--- src/rtl/alu_pkg.sv ---
// Shared ALU operation codes, MIPS opcode/funct encodings and the
// instruction decode helper used by the decode/issue stage.
package alu_pkg;

    localparam int SEL_W = 4;

    localparam logic [SEL_W-1:0] ALU_ADD   = 4'd0;
    localparam logic [SEL_W-1:0] ALU_ADDU  = 4'd1;
    localparam logic [SEL_W-1:0] ALU_SUB   = 4'd2;
    localparam logic [SEL_W-1:0] ALU_SUBU  = 4'd3;
    localparam logic [SEL_W-1:0] ALU_AND   = 4'd4;
    localparam logic [SEL_W-1:0] ALU_OR    = 4'd5;
    localparam logic [SEL_W-1:0] ALU_XOR   = 4'd6;
    localparam logic [SEL_W-1:0] ALU_SLT_U = 4'd7;
    localparam logic [SEL_W-1:0] ALU_SLT_S = 4'd8;

    localparam logic [5:0] OP_RTYPE = 6'h00;
    localparam logic [5:0] OP_ADDI  = 6'h08;
    localparam logic [5:0] OP_ADDIU = 6'h09;
    localparam logic [5:0] OP_SLTI  = 6'h0A;
    localparam logic [5:0] OP_SLTIU = 6'h0B;
    localparam logic [5:0] OP_ANDI  = 6'h0C;
    localparam logic [5:0] OP_ORI   = 6'h0D;
    localparam logic [5:0] OP_XORI  = 6'h0E;

    localparam logic [5:0] FN_ADD  = 6'h20;
    localparam logic [5:0] FN_ADDU = 6'h21;
    localparam logic [5:0] FN_SUB  = 6'h22;
    localparam logic [5:0] FN_SUBU = 6'h23;
    localparam logic [5:0] FN_AND  = 6'h24;
    localparam logic [5:0] FN_OR   = 6'h25;
    localparam logic [5:0] FN_XOR  = 6'h26;
    localparam logic [5:0] FN_SLT  = 6'h2A;
    localparam logic [5:0] FN_SLTU = 6'h2B;

    typedef enum logic [1:0] {
        IMM_NONE = 2'd0,
        IMM_SEXT = 2'd1,
        IMM_ZEXT = 2'd2
    } imm_kind_e;

    typedef struct packed {
        logic [SEL_W-1:0] sel;
        logic             illegal;
        imm_kind_e        imm_kind;
        logic             dest_is_rt;
    } dec_t;

    function automatic dec_t decode_instr(input logic [31:0] instr);
        dec_t d;
        d.sel        = ALU_AND;
        d.illegal    = 1'b0;
        d.imm_kind   = IMM_NONE;
        d.dest_is_rt = 1'b0;
        case (instr[31:26])
            OP_RTYPE: begin
                case (instr[5:0])
                    FN_ADD:  d.sel = ALU_ADD;
                    FN_ADDU: d.sel = ALU_ADDU;
                    FN_SUB:  d.sel = ALU_SUB;
                    FN_SUBU: d.sel = ALU_SUBU;
                    FN_AND:  d.sel = ALU_AND;
                    FN_OR:   d.sel = ALU_OR;
                    FN_XOR:  d.sel = ALU_XOR;
                    FN_SLT:  d.sel = ALU_SLT_S;
                    FN_SLTU: d.sel = ALU_SLT_U;
                    default: d.illegal = 1'b1;
                endcase
            end
            OP_ADDI:  begin d.sel = ALU_ADD;   d.imm_kind = IMM_SEXT; d.dest_is_rt = 1'b1; end
            OP_ADDIU: begin d.sel = ALU_ADDU;  d.imm_kind = IMM_SEXT; d.dest_is_rt = 1'b1; end
            OP_SLTI:  begin d.sel = ALU_SLT_S; d.imm_kind = IMM_SEXT; d.dest_is_rt = 1'b1; end
            OP_SLTIU: begin d.sel = ALU_SLT_U; d.imm_kind = IMM_SEXT; d.dest_is_rt = 1'b1; end
            OP_ANDI:  begin d.sel = ALU_AND;   d.imm_kind = IMM_ZEXT; d.dest_is_rt = 1'b1; end
            OP_ORI:   begin d.sel = ALU_OR;    d.imm_kind = IMM_ZEXT; d.dest_is_rt = 1'b1; end
            OP_XORI:  begin d.sel = ALU_XOR;   d.imm_kind = IMM_ZEXT; d.dest_is_rt = 1'b1; end
            default:  d.illegal = 1'b1;
        endcase
        // Unsupported encodings fall back to AND with no immediate.
        if (d.illegal) begin
            d.sel      = ALU_AND;
            d.imm_kind = IMM_NONE;
        end else begin
            d.sel      = d.sel;
        end
        return d;
    endfunction

endpackage

--- src/rtl/id_ex_stage_fwd_mux.sv ---
// Operand source select for one register: zero register, EX/MEM bypass,
// MEM/WB bypass, or register-file data, in that priority.
module fwd_mux #(
    parameter int WIDTH = 32
) (
    input  logic [4:0]       src_reg_i,
    input  logic [WIDTH-1:0] rf_data_i,
    input  logic             exm_wr_en_i,
    input  logic [4:0]       exm_wr_reg_i,
    input  logic [WIDTH-1:0] exm_wr_data_i,
    input  logic             exm_is_load_i,
    input  logic             mwb_wr_en_i,
    input  logic [4:0]       mwb_wr_reg_i,
    input  logic [WIDTH-1:0] mwb_wr_data_i,
    output logic [WIDTH-1:0] fwd_data_o
);

    // Load results in EX/MEM are not ready yet, so they are never bypassed.
    always_comb begin
        fwd_data_o = rf_data_i;
        if (src_reg_i == 5'd0) begin
            fwd_data_o = {WIDTH{1'b0}};
        end else if (exm_wr_en_i && (exm_wr_reg_i == src_reg_i) && !exm_is_load_i) begin
            fwd_data_o = exm_wr_data_i;
        end else if (mwb_wr_en_i && (mwb_wr_reg_i == src_reg_i)) begin
            fwd_data_o = mwb_wr_data_i;
        end else begin
            fwd_data_o = rf_data_i;
        end
    end

endmodule

--- src/rtl/id_ex_stage.sv ---
// Decode/issue register feeding the ALU: decodes the select code, extends
// immediates, resolves forwarding, stalls on load-use and honours flush.
module id_ex_stage #(
    parameter int WIDTH = 32,
    parameter int SEL_W = 4,
    parameter int CNT_W = 16
) (
    input  logic             clk,
    input  logic             rst_n,
    input  logic             id_valid,
    output logic             id_ready,
    input  logic [31:0]      id_instr,
    input  logic [WIDTH-1:0] rs_data,
    input  logic [WIDTH-1:0] rt_data,
    input  logic             exm_wr_en,
    input  logic [4:0]       exm_wr_reg,
    input  logic [WIDTH-1:0] exm_wr_data,
    input  logic             exm_is_load,
    input  logic             mwb_wr_en,
    input  logic [4:0]       mwb_wr_reg,
    input  logic [WIDTH-1:0] mwb_wr_data,
    input  logic             flush,
    output logic             ex_valid,
    input  logic             ex_ready,
    output logic [WIDTH-1:0] ex_a,
    output logic [WIDTH-1:0] ex_b,
    output logic [SEL_W-1:0] ex_alu_sel,
    output logic             ex_wr_en,
    output logic [4:0]       ex_wr_reg,
    output logic             ex_illegal,
    output logic [CNT_W-1:0] hazard_cnt
);

    import alu_pkg::*;

    dec_t             dec_s;
    logic [4:0]       rs_idx_s;
    logic [4:0]       rt_idx_s;
    logic [4:0]       dest_s;
    logic [WIDTH-1:0] imm_ext_s;
    logic [WIDTH-1:0] rs_fwd_s;
    logic [WIDTH-1:0] rt_fwd_s;
    logic [WIDTH-1:0] b_s;
    logic             wr_en_s;
    logic             is_rtype_s;
    logic             hazard_s;
    logic             capture_s;

    logic             ex_valid_q,   ex_valid_d;
    logic [WIDTH-1:0] ex_a_q,       ex_a_d;
    logic [WIDTH-1:0] ex_b_q,       ex_b_d;
    logic [SEL_W-1:0] ex_sel_q,     ex_sel_d;
    logic             ex_wr_en_q,   ex_wr_en_d;
    logic [4:0]       ex_wr_reg_q,  ex_wr_reg_d;
    logic             ex_illegal_q, ex_illegal_d;
    logic [CNT_W-1:0] hazard_cnt_q, hazard_cnt_d;

    fwd_mux #(.WIDTH(WIDTH)) u_fwd_rs (
        .src_reg_i     (rs_idx_s),
        .rf_data_i     (rs_data),
        .exm_wr_en_i   (exm_wr_en),
        .exm_wr_reg_i  (exm_wr_reg),
        .exm_wr_data_i (exm_wr_data),
        .exm_is_load_i (exm_is_load),
        .mwb_wr_en_i   (mwb_wr_en),
        .mwb_wr_reg_i  (mwb_wr_reg),
        .mwb_wr_data_i (mwb_wr_data),
        .fwd_data_o    (rs_fwd_s)
    );

    fwd_mux #(.WIDTH(WIDTH)) u_fwd_rt (
        .src_reg_i     (rt_idx_s),
        .rf_data_i     (rt_data),
        .exm_wr_en_i   (exm_wr_en),
        .exm_wr_reg_i  (exm_wr_reg),
        .exm_wr_data_i (exm_wr_data),
        .exm_is_load_i (exm_is_load),
        .mwb_wr_en_i   (mwb_wr_en),
        .mwb_wr_reg_i  (mwb_wr_reg),
        .mwb_wr_data_i (mwb_wr_data),
        .fwd_data_o    (rt_fwd_s)
    );

    // Decode, immediate extension, destination and load-use hazard detection.
    always_comb begin
        dec_s      = decode_instr(id_instr);
        rs_idx_s   = id_instr[25:21];
        rt_idx_s   = id_instr[20:16];
        is_rtype_s = (id_instr[31:26] == OP_RTYPE);
        case (dec_s.imm_kind)
            IMM_SEXT: imm_ext_s = {{(WIDTH-16){id_instr[15]}}, id_instr[15:0]};
            IMM_ZEXT: imm_ext_s = {{(WIDTH-16){1'b0}}, id_instr[15:0]};
            default:  imm_ext_s = {WIDTH{1'b0}};
        endcase
        // Illegal encodings carry no destination at all.
        if (dec_s.illegal) begin
            dest_s = 5'd0;
        end else if (dec_s.dest_is_rt) begin
            dest_s = id_instr[20:16];
        end else begin
            dest_s = id_instr[15:11];
        end
        b_s       = (dec_s.imm_kind == IMM_NONE) ? rt_fwd_s : imm_ext_s;
        wr_en_s   = !dec_s.illegal && (dest_s != 5'd0);
        hazard_s  = id_valid && exm_is_load && exm_wr_en && (exm_wr_reg != 5'd0) &&
                    ((exm_wr_reg == rs_idx_s) || (is_rtype_s && (exm_wr_reg == rt_idx_s)));
        id_ready  = (!ex_valid_q || ex_ready) && !hazard_s && !flush;
        capture_s = id_valid && id_ready;
    end

    // Next-state for the issue register and the saturating stall counter.
    always_comb begin
        ex_valid_d   = ex_valid_q;
        ex_a_d       = ex_a_q;
        ex_b_d       = ex_b_q;
        ex_sel_d     = ex_sel_q;
        ex_wr_en_d   = ex_wr_en_q;
        ex_wr_reg_d  = ex_wr_reg_q;
        ex_illegal_d = ex_illegal_q;
        hazard_cnt_d = hazard_cnt_q;
        if (flush) begin
            ex_valid_d = 1'b0;
        end else if (capture_s) begin
            ex_valid_d   = 1'b1;
            ex_a_d       = rs_fwd_s;
            ex_b_d       = b_s;
            ex_sel_d     = dec_s.sel;
            ex_wr_en_d   = wr_en_s;
            ex_wr_reg_d  = dest_s;
            ex_illegal_d = dec_s.illegal;
        end else if (ex_ready) begin
            ex_valid_d = 1'b0;
        end else begin
            ex_valid_d = ex_valid_q;
        end
        if (hazard_s && !flush && (hazard_cnt_q != {CNT_W{1'b1}})) begin
            hazard_cnt_d = hazard_cnt_q + {{(CNT_W-1){1'b0}}, 1'b1};
        end else begin
            hazard_cnt_d = hazard_cnt_q;
        end
    end

    // State registers; reset discards any in-flight instruction immediately.
    always_ff @(posedge clk or negedge rst_n) begin
        if (!rst_n) begin
            ex_valid_q   <= 1'b0;
            ex_a_q       <= {WIDTH{1'b0}};
            ex_b_q       <= {WIDTH{1'b0}};
            ex_sel_q     <= {SEL_W{1'b0}};
            ex_wr_en_q   <= 1'b0;
            ex_wr_reg_q  <= 5'd0;
            ex_illegal_q <= 1'b0;
            hazard_cnt_q <= {CNT_W{1'b0}};
        end else begin
            ex_valid_q   <= ex_valid_d;
            ex_a_q       <= ex_a_d;
            ex_b_q       <= ex_b_d;
            ex_sel_q     <= ex_sel_d;
            ex_wr_en_q   <= ex_wr_en_d;
            ex_wr_reg_q  <= ex_wr_reg_d;
            ex_illegal_q <= ex_illegal_d;
            hazard_cnt_q <= hazard_cnt_d;
        end
    end

    assign ex_valid   = ex_valid_q;
    assign ex_a       = ex_a_q;
    assign ex_b       = ex_b_q;
    assign ex_alu_sel = ex_sel_q;
    assign ex_wr_en   = ex_wr_en_q;
    assign ex_wr_reg  = ex_wr_reg_q;
    assign ex_illegal = ex_illegal_q;
    assign hazard_cnt = hazard_cnt_q;

endmodule

--- config.mk ---
export PLATFORM = sky130hd
export DESIGN_NAME = id_ex_stage
export DESIGN_NICKNAME = d
export VERILOG_FILES = /design/src/rtl/alu_pkg.sv /design/src/rtl/id_ex_stage_fwd_mux.sv /design/src/rtl/id_ex_stage.sv
export SDC_FILE = /design/constraint.sdc
export NUM_CORES = 1
export LEC_CHECK = 0
export ABC_AREA = 1
export BUFFER_PORTS_ARGS = -buffer_cell sky130_fd_sc_hd__buf_4
export CORE_AREA = 2 2 117 119
export DETAILED_ROUTE_END_ITERATION = 12
export DIE_AREA = 0 0 119 121
export PLACE_DENSITY = 0.88
export SYNTH_ARGS = -nofsm -noshare
export SYNTH_HDL_FRONTEND = slang
export SYNTH_SLANG_ARGS = --single-unit
--- constraint.sdc ---
create_clock -name clk -period 5.1 [get_ports clk]
set_input_delay 0.255 -clock clk [delete_from_list [all_inputs] [get_ports clk]]
set_output_delay 0.255 -clock clk [all_outputs]
set_load 0.01 [all_outputs]
==> metrics.txt <==
outcome=completed; CP Capture Type=flop; num rows=42; Post-synth top cells=nand2_1 (441), inv_1 (138), nand4_1 (105); WL/cell=16.9 µm; final setup violation count=0; Ant. Diodes=0; WP depth=9; final worst-path cycle share=56.4%; Yosys warnings=0; Worst Hold Depth=2; area of the mapped netlist=0.00694 mm²; reg2reg end=hazard_cnt[14]$_DFFE_PN0P_; Tightest Pin Transition=1080 ps; max-slew violations=0; die width=119 µm; total CTS buffers=9; R2R depth=10; DP HPWL=18200 µm; number of global-route vias before repair=8048; post-synthesis cell type count=30; maximum clock frequency=347 MHz; worst-path cell with the longest stage delay=a21oi_4; number of gates resized after cts=0; pwr/cell area=237 mW/mm²; Max-Slew Margin vs Limit=28.0%; CTS tree=built; number of flops mapped to enable cells by yosys=0; Synth Register Bits=92; antenna violations before repair=0; Core Box Area=0.0131 mm²; final RePlAce weighted congestion=0.892; cell count after synthesis=1108; I/O pin count=271; TritonCTS Sinks=92; nets=1514; Max FO, Critical Path=62; first-pass GRT wire length=40400 µm; Hold WC Path Type=in -> reg; Initial Util=53.0%; CP Class=in -> reg; clk buf depth=2; slowest stage delay, CP=780 ps; WHS=117 ps; post-synth top area cell=dfrtp_1; sink of the worst hold path=ex_valid$_DFFE_PN0P_; largest net degree at the start of global routing=63; Hold Startpoint=flush; PortBufs=270; worst path arrival time=3080 ps; die area=0.0144 mm²; Clock Latency Late Sink=350 ps; crit path buf inv count=2; crit start category=input pin; 1st-iter DRT viols=955; Worst Clk Skew=3.53 ps; clock tree root driver cell=clkbuf_16; Die Y-Extent=121 µm; CP required=5300 ps; register area share after synthesis=33.2%; vias per inst=5.66; pre-CTS setup slack=1900 ps; ratio of cells with drive above 1 in the final layout=23.3%; CP delay by family, top=simple AND/OR/NAND/NOR gates; Area Growth Syn to Fin=34.2%; Post-Syn Nets=1290; Synth top area share=33.2%; ys flop type=dfrtp_1; Hold Violations, Final=0; drt drc=0; max-cap viol count=0; total grt overflow=0; via count=8565; CTS H-tree lvls=3; CTS clk-pin slew, worst paths=70 ps; RSZ-0062 raised after global routing=no; setup TNS=0 ps; Max IR drop VDD=0.000165 V; GRT Overall Usage=35.4%; top cells by area, synth=dfrtp_1 (33%), nand2_1 (24%), nand4_1 (9.5%); post-layout worst setup margin=2220 ps; Pre-Repair DR Iteration Count=7; total routed wirelength=25600 µm; top-count cell post-synth=nand2_1; Post-synth ARST share=100%; worst path cell trace=buf_4 -> or2_1 -> a21oi_4 -> nand3_1 -> nand2_1 -> nand2_1 -> nand3_4 -> buf_4 -> o21ai_0; FF-to-FF Start=hazard_cnt[0]$_DFFE_PN0P_; R2R Setup Slk=2280 ps; Antenna Nets Post-Route=0; mean post-synth cell area=6.26 µm²; Leakage=5.23 nW; Final min period=2880 ps
-- worst register-to-register path, stage by stage, from the launching register on --
cell and delay, ps:
dfrtp_1 460, ha_1 220, nand3_1 130, nor2_1 360
nand4_1 220, nor2_1 150, nor2_1 70, nand3_1 530
inv_1 370, nand2_1 150, nand2_1 70
-- cells by family (layout without fill, tap and decap cells) --
family	Yosys count	after routing	synth area share (%)
and+or+nand+nor	676	676	42.5
xor gates and xnor gates	16	16	2.02
buffers and inverters	209	438	12.0
DFF	92	92	33.2
AOI/OAI and AO/OA	111	111	9.56
adders and majority gates	4	4	0.721
-- where the power goes --
group	leakage (nW)	internal [mW]	switching [mW]	total (mW)
combinational	3.92	0.306	0.378	0.685
clock	0.133	0.329	0.302	0.631
sequential	1.17	0.824	0.0671	0.892
total	5.23	1.46	0.747	2.21
-- cell usage in the layout, fill, tap and decap left out, types with 9 or more instances in the layout --
cell       netlist  routed
buf_4            0     281
clkbuf_16        0       9
o21bai_1        32      32
xnor2_1         10      10
inv_1          138     138
dfrtp_1         92      92
nor2_1          29      26
nand2_1        441     441
o21ai_0         61      61
nand3_1         87      87
nand4_1        105     105
-- worst max path at each step --
stage,startpoint,end,slack [ps]
4_1_cts,exm_wr_reg[2],ex_a[12]$_DFFE_PN0P_,2280
2_1_floorplan,hazard_cnt[0]$_DFFE_PN0P_,hazard_cnt[4]$_DFFE_PN0P_,3280
5_1_grt,exm_wr_reg[2],ex_a[17]$_DFFE_PN0P_,2000
3_3_place_gp,exm_wr_reg[2],ex_a[10]$_DFFE_PN0P_,2050
3_5_place_dp,exm_wr_reg[2],ex_a[12]$_DFFE_PN0P_,1900
6_report,exm_wr_reg[2],ex_a[12]$_DFFE_PN0P_,2220
-- stage by stage --
| stage | total power [mW] | instance area [µm²] | instances | utilization (%) |
|---|---|---|---|---|
| floorplan | 1.19 | 6940 | 1108 | - |
| global placement | 1.56 | 9040 | 1496 | 69.1 |
| detailed placement | 1.58 | 9040 | 1496 | 69.1 |
| CTS | 2.20 | 9310 | 1513 | 71.1 |
| global route | 2.30 | 9310 | 1513 | 71.1 |
| finish | 2.21 | 9310 | 1513 | 71.1 |
-- metal layers --
| layer | vias to the layer above | GRT usage (%) | wire length (µm) |
|---|---|---|---|
| met3 | 82 | 5.17 | 2540 |
| met1 | 3900 | 45.1 | 10000 |
| met5 | - | 0 | 0 |
| li1 | 4012 | - | - |
| met4 | 0 | 16.7 | 961 |
| met2 | 571 | 59.3 | 12100 |
-- layout make-up --
class,count,area [µm²]
fill,1107,3780
multi-input combinational,807,3880
timing repair buffer,282,2120
tap,176,220
inverter,140,526
clock buffer,11,233
clock inverter,5,28.8
sequential,92,2300
-- what timing repair did --
item | 4_1_cts | 5_1_grt
endpoints found under the hold margin | 43 | 0
hold buffers | 1 | 0
buffers inserted | 0 | 0
Note: power is estimated with default switching activity, not from simulation.
